File: config.mk
export PLATFORM = sky130hd
export DESIGN_NAME = data_mem_arbiter_flat
export DESIGN_NICKNAME = d
export VERILOG_FILES = /design/src/rtl/data_mem_arbiter_if.sv /design/src/rtl/data_mem_arbiter.sv /design/src/flat_wrapper.sv
export SDC_FILE = /design/constraint.sdc
export NUM_CORES = 1
export LEC_CHECK = 0
export ABC_CLOCK_PERIOD_IN_PS = 3400
export BUFFER_PORTS_ARGS = -buffer_cell sky130_fd_sc_hd__buf_2
export CORE_MARGIN = 1
export CORE_UTILIZATION = 44
export DETAILED_ROUTE_END_ITERATION = 12
export PLACE_DENSITY = 0.87
export SYNTH_ARGS = -nofsm -noshare
export SYNTH_HDL_FRONTEND = slang
export SYNTH_SLANG_ARGS = --single-unit
File: constraint.sdc
create_clock -name clk -period 3.4 [get_ports clk]
set_clock_uncertainty 0.1 [all_clocks]
set_input_delay 0.34 -clock clk [delete_from_list [all_inputs] [get_ports clk]]
set_output_delay 0.34 -clock clk [all_outputs]
set_load 0.02 [all_outputs]
File: src/rtl/data_mem_arbiter_if.sv
// rtl/data_mem_arbiter_if.sv - requester, memory and status signals of the data memory arbiter
interface data_mem_arbiter_if;
  logic        p0_req;
  logic        p0_we;
  logic [31:0] p0_addr;
  logic [31:0] p0_wdata;
  logic        p0_ack;
  logic        p0_err;
  logic [31:0] p0_rdata;
  logic        p1_req;
  logic        p1_we;
  logic [31:0] p1_addr;
  logic [31:0] p1_wdata;
  logic        p1_ack;
  logic        p1_err;
  logic [31:0] p1_rdata;
  logic        mem_we;
  logic [31:0] mem_a;
  logic [31:0] mem_wd;
  logic [31:0] mem_rd;
  logic        busy;
  logic        gnt_id;

  modport slave (
    input  p0_req, p0_we, p0_addr, p0_wdata,
    input  p1_req, p1_we, p1_addr, p1_wdata,
    input  mem_rd,
    output p0_ack, p0_err, p0_rdata,
    output p1_ack, p1_err, p1_rdata,
    output mem_we, mem_a, mem_wd, busy, gnt_id
  );

  modport master (
    output p0_req, p0_we, p0_addr, p0_wdata,
    output p1_req, p1_we, p1_addr, p1_wdata,
    output mem_rd,
    input  p0_ack, p0_err, p0_rdata,
    input  p1_ack, p1_err, p1_rdata,
    input  mem_we, mem_a, mem_wd, busy, gnt_id
  );
endinterface

File: src/rtl/data_mem_arbiter.sv
// rtl/data_mem_arbiter.sv - round-robin two-port arbiter for a single-ported word memory
module data_mem_arbiter #(
  parameter int MEMORY_DEPTH = 256
) (
  input  logic              clk,
  input  logic              rst_n,
  data_mem_arbiter_if.slave bus
);

  localparam logic [31:0] DEPTH_W = 32'(MEMORY_DEPTH);

  typedef enum logic [1:0] {S_IDLE, S_ACCESS, S_DONE} state_t;

  state_t      state_q, state_d;
  logic        last_q, last_d;
  logic        gnt_q, gnt_d;
  logic        we_q, we_d;
  logic        err_q, err_d;
  logic        mem_we_q, mem_we_d;
  logic [31:0] mem_a_q, mem_a_d;
  logic [31:0] mem_wd_q, mem_wd_d;
  logic [1:0]  ack_q, ack_d;
  logic [1:0]  rsp_err_q, rsp_err_d;
  logic [31:0] rdata0_q, rdata0_d;
  logic [31:0] rdata1_q, rdata1_d;

  logic        win;
  logic        sel_we;
  logic [31:0] sel_addr;
  logic [31:0] sel_wdata;
  logic        sel_err;

  // On a tie the port that did not win last time takes the grant
  assign win       = (bus.p0_req && bus.p1_req) ? ~last_q : bus.p1_req;
  assign sel_we    = win ? bus.p1_we    : bus.p0_we;
  assign sel_addr  = win ? bus.p1_addr  : bus.p0_addr;
  assign sel_wdata = win ? bus.p1_wdata : bus.p0_wdata;
  assign sel_err   = (sel_addr[1:0] != 2'b00) || ({2'b00, sel_addr[31:2]} >= DEPTH_W);

  always_comb begin
    state_d   = state_q;
    last_d    = last_q;
    gnt_d     = gnt_q;
    we_d      = we_q;
    err_d     = err_q;
    mem_we_d  = 1'b0;
    mem_a_d   = mem_a_q;
    mem_wd_d  = mem_wd_q;
    ack_d     = 2'b00;
    rsp_err_d = 2'b00;
    rdata0_d  = rdata0_q;
    rdata1_d  = rdata1_q;
    unique case (state_q)
      S_IDLE: begin
        if (bus.p0_req || bus.p1_req) begin
          gnt_d    = win;
          last_d   = win;
          we_d     = sel_we;
          err_d    = sel_err;
          mem_a_d  = sel_addr;
          mem_wd_d = sel_wdata;
          mem_we_d = sel_we && !sel_err;
          state_d  = S_ACCESS;
        end
      end
      S_ACCESS: begin
        ack_d[gnt_q]     = 1'b1;
        rsp_err_d[gnt_q] = err_q;
        // Writes leave the port's read data untouched
        if (err_q || !we_q) begin
          if (gnt_q) rdata1_d = err_q ? 32'h0 : bus.mem_rd;
          else       rdata0_d = err_q ? 32'h0 : bus.mem_rd;
        end
        state_d = S_DONE;
      end
      S_DONE: begin
        state_d = S_IDLE;
      end
      default: begin
        state_d = S_IDLE;
      end
    endcase
  end

  always_ff @(posedge clk or negedge rst_n) begin
    if (!rst_n) begin
      state_q   <= S_IDLE;
      last_q    <= 1'b1;
      gnt_q     <= 1'b0;
      we_q      <= 1'b0;
      err_q     <= 1'b0;
      mem_we_q  <= 1'b0;
      mem_a_q   <= 32'h0;
      mem_wd_q  <= 32'h0;
      ack_q     <= 2'b00;
      rsp_err_q <= 2'b00;
      rdata0_q  <= 32'h0;
      rdata1_q  <= 32'h0;
    end else begin
      state_q   <= state_d;
      last_q    <= last_d;
      gnt_q     <= gnt_d;
      we_q      <= we_d;
      err_q     <= err_d;
      mem_we_q  <= mem_we_d;
      mem_a_q   <= mem_a_d;
      mem_wd_q  <= mem_wd_d;
      ack_q     <= ack_d;
      rsp_err_q <= rsp_err_d;
      rdata0_q  <= rdata0_d;
      rdata1_q  <= rdata1_d;
    end
  end

  assign bus.p0_ack   = ack_q[0];
  assign bus.p1_ack   = ack_q[1];
  assign bus.p0_err   = rsp_err_q[0];
  assign bus.p1_err   = rsp_err_q[1];
  assign bus.p0_rdata = rdata0_q;
  assign bus.p1_rdata = rdata1_q;
  assign bus.mem_we   = mem_we_q;
  assign bus.mem_a    = mem_a_q;
  assign bus.mem_wd   = mem_wd_q;
  assign bus.busy     = (state_q != S_IDLE);
  assign bus.gnt_id   = gnt_q;

endmodule

File: src/flat_wrapper.sv
// flat-port wrapper written by rule: the top's interface ports become plain ports
module data_mem_arbiter_flat 
#(
  parameter int MEMORY_DEPTH = 256
)
  (clk, rst_n, bus_p0_req, bus_p0_we, bus_p0_addr, bus_p0_wdata, bus_p1_req, bus_p1_we, bus_p1_addr, bus_p1_wdata, bus_mem_rd, bus_p0_ack, bus_p0_err, bus_p0_rdata, bus_p1_ack, bus_p1_err, bus_p1_rdata, bus_mem_we, bus_mem_a, bus_mem_wd, bus_busy, bus_gnt_id);
  data_mem_arbiter_if bus_i ();
  input  logic clk;
  input  logic rst_n;
  input wire logic [$bits(bus_i.p0_req)-1:0] bus_p0_req;
  input wire logic [$bits(bus_i.p0_we)-1:0] bus_p0_we;
  input wire logic [$bits(bus_i.p0_addr)-1:0] bus_p0_addr;
  input wire logic [$bits(bus_i.p0_wdata)-1:0] bus_p0_wdata;
  input wire logic [$bits(bus_i.p1_req)-1:0] bus_p1_req;
  input wire logic [$bits(bus_i.p1_we)-1:0] bus_p1_we;
  input wire logic [$bits(bus_i.p1_addr)-1:0] bus_p1_addr;
  input wire logic [$bits(bus_i.p1_wdata)-1:0] bus_p1_wdata;
  input wire logic [$bits(bus_i.mem_rd)-1:0] bus_mem_rd;
  output wire logic [$bits(bus_i.p0_ack)-1:0] bus_p0_ack;
  output wire logic [$bits(bus_i.p0_err)-1:0] bus_p0_err;
  output wire logic [$bits(bus_i.p0_rdata)-1:0] bus_p0_rdata;
  output wire logic [$bits(bus_i.p1_ack)-1:0] bus_p1_ack;
  output wire logic [$bits(bus_i.p1_err)-1:0] bus_p1_err;
  output wire logic [$bits(bus_i.p1_rdata)-1:0] bus_p1_rdata;
  output wire logic [$bits(bus_i.mem_we)-1:0] bus_mem_we;
  output wire logic [$bits(bus_i.mem_a)-1:0] bus_mem_a;
  output wire logic [$bits(bus_i.mem_wd)-1:0] bus_mem_wd;
  output wire logic [$bits(bus_i.busy)-1:0] bus_busy;
  output wire logic [$bits(bus_i.gnt_id)-1:0] bus_gnt_id;
  assign bus_i.p0_req = bus_p0_req;
  assign bus_i.p0_we = bus_p0_we;
  assign bus_i.p0_addr = bus_p0_addr;
  assign bus_i.p0_wdata = bus_p0_wdata;
  assign bus_i.p1_req = bus_p1_req;
  assign bus_i.p1_we = bus_p1_we;
  assign bus_i.p1_addr = bus_p1_addr;
  assign bus_i.p1_wdata = bus_p1_wdata;
  assign bus_i.mem_rd = bus_mem_rd;
  assign bus_p0_ack = bus_i.p0_ack;
  assign bus_p0_err = bus_i.p0_err;
  assign bus_p0_rdata = bus_i.p0_rdata;
  assign bus_p1_ack = bus_i.p1_ack;
  assign bus_p1_err = bus_i.p1_err;
  assign bus_p1_rdata = bus_i.p1_rdata;
  assign bus_mem_we = bus_i.mem_we;
  assign bus_mem_a = bus_i.mem_a;
  assign bus_mem_wd = bus_i.mem_wd;
  assign bus_busy = bus_i.busy;
  assign bus_gnt_id = bus_i.gnt_id;
  data_mem_arbiter #(.MEMORY_DEPTH(MEMORY_DEPTH)) u_core (.clk(clk), .rst_n(rst_n), .bus(bus_i));
endmodule
Yosys cells after proc, flatten, opt, wreduce, memory -nomap -nowiden

Index checks and enable logic that the tools add are counted.

$lt $le $gt $ge: 3
Equal/unequal tests: 2
Muxes and demuxes: 13
Bitwise logic cells: 3
Reductions and logical operators: 14

Operators with widths:

| operator                                                            | count |
|---|---|
| 2-to-1 mux 32 bit                                                   | 3 |
| greater-or-equal comparator 30 x 9 -> 1 bit (second input constant) | 1 |
| 2-to-1 mux 2 bit                                                    | 3 |
| AND reduction 3 bit                                                 | 2 |
| 2-to-1 mux 1 bit                                                    | 5 |
| one-hot mux 2 bit (2 select lines)                                  | 1 |
| nonzero test 2 bit                                                  | 2 |
| logical AND 1 bit                                                   | 3 |
| logical OR 1 bit                                                    | 3 |
| AND 2 bit                                                           | 1 |
| == test 2 x 1 -> 1 bit (second input constant)                      | 1 |
| zero test 1 bit                                                     | 2 |
| zero test 2 bit                                                     | 1 |
| < comparator 1 x 2 -> 1 bit (second input constant)                 | 1 |
| inequality test 2 x 1 -> 1 bit (second input constant)              | 1 |
| inverter 1 bit                                                      | 2 |
| AND reduction 2 bit                                                 | 1 |
| demux 1 bit (select 1 bit)                                          | 1 |
| greater-or-equal comparator 1 bit (second input constant)           | 1 |

Register bits after elaboration: 139
Bits of input ports: 166
Output and inout port bits: 135
Word-level logic and storage cells: 47

Depth between registers and ports, before layout

Depth in word-level cells: 9
Mapped depth: 6

Least setup slack after synthesis

OpenSTA, ideal clock, no wires.

Path type: reg2reg
Start point: register u_core.gnt_q (netlist: u_core.bus.gnt_id)
End point: register u_core.rdata0_q[12] (netlist: u_core.bus.p0_rdata[12])
Setup time: 0.133 ns
Arrival: 1.222 ns
Path slack: 1.944 ns
Stages on the path, launching flop included: 6
Clock period less this slack: 1.456 ns
Cells stage by stage: dfrtp_1 > nor3b_2 > nand2_1 > clkbuf_1 > nand2_1 > o21ai_0

Longest elaborated chain between the ends: 2

Ends and longest elaborated chain:

| what                          | line                    | RTL |
|---|---|---|
| from (decl)                   | data_mem_arbiter.sv:16  | `logic gnt_q, gnt_d;` |
| from (signal assigned)        | data_mem_arbiter.sv:102 | `gnt_q <= gnt_d;` |
| inverter 1 bit (no line)      | -                       |  |
| AND reduction 3 bit (no line) | -                       |  |
| to (signal assigned)          | data_mem_arbiter.sv:110 | `rdata0_q <= rdata0_d;` |
| to (decl)                     | data_mem_arbiter.sv:24  | `logic [31:0] rdata0_q, rdata0_d;` |

No other way between the ends.
A chain may end at the register's enable or synchronous reset.

Worst setup path in the final report

Start point: register u_core.last_q
End point: register u_core.we_q

Longest elaborated chain between the ends: 3

Ends and longest elaborated chain:

| what                   | line                    | RTL |
|---|---|---|
| from (decl)            | data_mem_arbiter.sv:15  | `logic last_q, last_d;` |
| from (signal assigned) | data_mem_arbiter.sv:101 | `last_q <= last_d;` |
| inverter 1 bit         | data_mem_arbiter.sv:34  | `assign win = (bus.p0_req && bus.p1_req) ? ~last_q : bus.p1_req;` |
| 2-to-1 mux 1 bit       | data_mem_arbiter.sv:34  |  |
| 2-to-1 mux 1 bit       | data_mem_arbiter.sv:35  | `assign sel_we = win ? bus.p1_we : bus.p0_we;` |
| to (signal assigned)   | data_mem_arbiter.sv:103 | `we_q <= we_d;` |
| to (decl)              | data_mem_arbiter.sv:17  | `logic we_q, we_d;` |

No other way between the ends.

==> metrics.md <==
| Metric | Value |
|---|---|
| Status | complete, no violations |
| Detailed Route WL | approximately 17 mm |
| Pwr dens | approximately 970 nW/um^2 |
| Yosys warnings | 0 |
| Switch share | 41.4% |
| Worst-Margin Slew | between 0.9 and 1 ns |
| Cells after Synth | ~570 |
| Die area | about 14000 sq um |
| Min-Delay Endpoint | u_core.last_q |
| Layout area overhead | 38.4% |
| Die Wd | around 120 um |
| Reg2reg path depth | 4 |
| Synth unique cells | 28 |
| Clk pwr share | around a quarter |
| Crit. Startpoint | u_core.last_q |
| Row cnt | 41 |
| Mapped Avg Cell Area | between 10 and 15 sq um |
| Synth Net Count | ~730 |
| Initial Utilization | 46.0% |
| Worst hold path cell count | 2 |
| P_sw | around 3.3 mW |
| FF+latch area | around 3500 sq um |
| Setup TNS | 0 ns |
| Reg2Reg Launch Point | u_core.last_q |
| Cell area after synthesis | 5900 sq um |
| Post-DRT Antenna Nets | 0 |
| CTS tree | yes |
| Cts bufs inserted | 17 |
| Total global-route track usage | ~25% |
| Vias per inst | between 5 and 6 |
| Combinational power share | about two fifths |
| Final hold violations | 0 |
| Core area | between 10000 and 15000 sq um |
| Layout cell share with drive strength beyond 1 | approximately 40% |
| FF+latch count, synth | approximately 140 |
| Register area share after synthesis | ~60% |
| Flop pwr share | a little over a third |
| Most frequent cells after synthesis | 138 x dfrtp_1, 134 x nand2_1, 100 x o21ai_0, 65 x mux2i_1, 33 x nand2b_1 |
| Pleak | between 4 and 5 nW |
| Max cap viols | 0 |
| Number of flops mapped to enable cells by yosys | 0 |
| Tot Pwr | ~7.9 mW |
| Global-route wire length before repair | roughly 27 mm |
| CP Capture Type | flip-flop |
| Fillers | a little over 1000 |
| Multi-input gate area | 2240 sq um |
| CP max FO | 24 |
| Critical path arrival | between 2 and 2.5 ns |
| DR iter-0 viols | ~330 |
| Worst R2R Setup Slack | between 1 and 1.5 ns |
| RD Place Congestion | around 0.84 |
| Top cells by area, synth | dfrtp_1 59%, mux2i_1 11%, nand2_1 8.5%, o21ai_0 8.5%, nand2b_1 3.5% |
| Leading area contributor after synthesis | dfrtp_1 |
| Worst-skew pair later-pin latency | between 0.4 and 0.5 ns |
| Max incr delay on CP | 0.75 ns |
| DRT Pass-1 Iters | 5 |
| Die Y | ~120 um |
| Cell Int Power | between 4 and 5 mW |
| Final Cycle Share | between 60% and 70% |
| CP cell instances | a21boi_4, buf_4, mux2i_1, o21ai_0 |
| Vias in the first global route | between 5000 and 6000 |
| Worst Path Required | approximately 3.6 ns |
| Residual DRC count | 0 |
| Reg2reg end | u_core.we_q |
| WL/cell | 16.1 um |
| Clock Sinks | 139 |
| Relative slew slack | around a third |
| CP max-delay cell | a21boi_4 |
| Pins Over Slew Limit | 0 |
| WP buf/inv | 1 |
| Worst hold path type | in -> reg |
| DP Wirelength | between 10 and 15 mm |
| Top cell type's share of synthesized area | between 50% and 60% |
| Startpoint Class | flip-flop |
| Initial antenna violation count | 1 |
| Clk buf depth | 2 |
| Fin Hold WS | between 0.05 and 0.06 ns |
| RSZ-0062 raised after global routing | no |
| GR Overflow Total | 0 |
| Worst hold start | bus_p0_req |
| Count leader, synth | dfrtp_1 |
| Clock Pin Slew Worst Setup and Hold Paths | roughly 0.060 ns |
| Root buffer cell | clkbuf_16 |
| Setup violators final | 0 |
| Final critical-path required period | roughly 2.1 ns |
| Via count | approximately 5200 |
| Critical path's top delay family | compound AO/OA/AOI/OAI gates |
| Number of port buffers | 300 |
| Asr flop ratio synth | 100% |
| Setup CP Type | reg -> reg |
| Largest net degree at the start of global routing | 82 |
| Nets | ~1000 |
| # IOs | about 300 |
| Fmax achieved | roughly 480 MHz |
| H-Tree Depth | 4 |
| Peak supply drop | approximately 0.00058 V |
| Prevailing post-synth register cell | dfrtp_1 |
-- worst max path at each step --
stage	to	slack, ns	cells after the start
6_report	u_core.we_q	1.32	4
2_1_floorplan	u_core.bus.p0_rdata[12]	1.94	5
3_5_place_dp	u_core.we_q	1.18	5
3_3_place_gp	u_core.we_q	1.26	5
4_1_cts	u_core.we_q	1.30	4
5_1_grt	u_core.we_q	1.22	4
-- layout by cell type, fill, tap and decap left out, types with 2 or more instances in the layout --
cell        count
nand2_1       133
inv_1           2
nor4_1         12
nand4_1         2
dfrtp_1       138
clkbuf_1        2
bufinv_16       3
buf_4           7
clkinv_4        2
clkbuf_16      17
o21ai_1        29
clkinv_2        5
and2_1          3
o21ai_0       100
nand2b_1       33
mux2i_1        65
buf_2         299
clkinvlp_4      2
buf_12          3
-- flip-flops by register name (all words and copies together), names as in the netlist --
name	count
u_core.err_q	1
u_core.bus.p1_rdata	32
u_core.rsp_err_q	2
u_core.bus.mem_we	1
u_core.bus.mem_a	32
u_core.bus.mem_wd	32
u_core.state_q	2
u_core.last_q	1
u_core.bus.p0_rdata	32
u_core.ack_q	2
u_core.we_q	1
u_core.bus.gnt_id	1
-- metrics by stage --
stage          util, %  cell area [sq um]  setup slack (ns)  cells
2_1_floorplan        -               5900              1.94    568
3_3_place_gp      58.9               7560              1.26   1014
3_5_place_dp      58.9               7560              1.18   1014
4_1_cts           63.6               8160              1.30   1047
5_1_grt           63.7               8170              1.22   1048
6_report          63.7               8170              1.32   1048
-- power by group through the flow --
stage,clock [mW],sequential (mW),combinational [mW]
after floorplan,0,3.60,1.27
after global placement,0,2.76,3.20
after detailed placement,0,2.78,3.31
after CTS,1.89,2.78,3.31
after global routing,1.97,2.85,3.60
final,1.86,2.78,3.29
-- final cells by class --
| cell class | instances | area share [%] |
|---|---|---|
| tap | 172 | 2.64 |
| antenna | 1 | 0.0306 |
| inverter | 2 | 0.0919 |
| clock inverter | 12 | 1.81 |
| multi-input combinational | 391 | 27.4 |
| clock buffer | 20 | 5.47 |
| timing repair buffer | 311 | 20.0 |
| sequential | 139 | 42.6 |
-- worst register-to-register path, stage by stage (launching register included) --
cell,delay [ns]
dfstp_2,0.39
a21boi_4,0.75
buf_4,0.30
mux2i_1,0.27
o21ai_0,0.12
-- what timing repair did --
action | in CTS | in global routing
resized for setup | 0 | 0
hold buffers | 1 | 0
setup buffers | 0 | 0
endpoints found under the hold margin | 78 | 0
-- kinds of logic (layout without fill, tap and decap cells) --
kind of cell | after synthesis | count (layout) | synth area share, %
and+or+nand+nor | 191 | 191 | 14.7
DFF | 139 | 139 | 59.0
AOI/OAI and AO/OA | 135 | 135 | 12.0
muxes | 65 | 65 | 11.0
buffers and inverters | 38 | 345 | 3.33
other | 0 | 1 | 0
-- layer usage --
metal | global-route usage (%) | vias up | wire length, um
li1 | - | 2520 | -
met1 | 27.4 | 2446 | 6340
met2 | 42.7 | 236 | 8570
met3 | 9.21 | 39 | 1470
met4 | 12.3 | 0 | 544
met5 | 0 | - | 0
(Power assumes the default switching activity.)
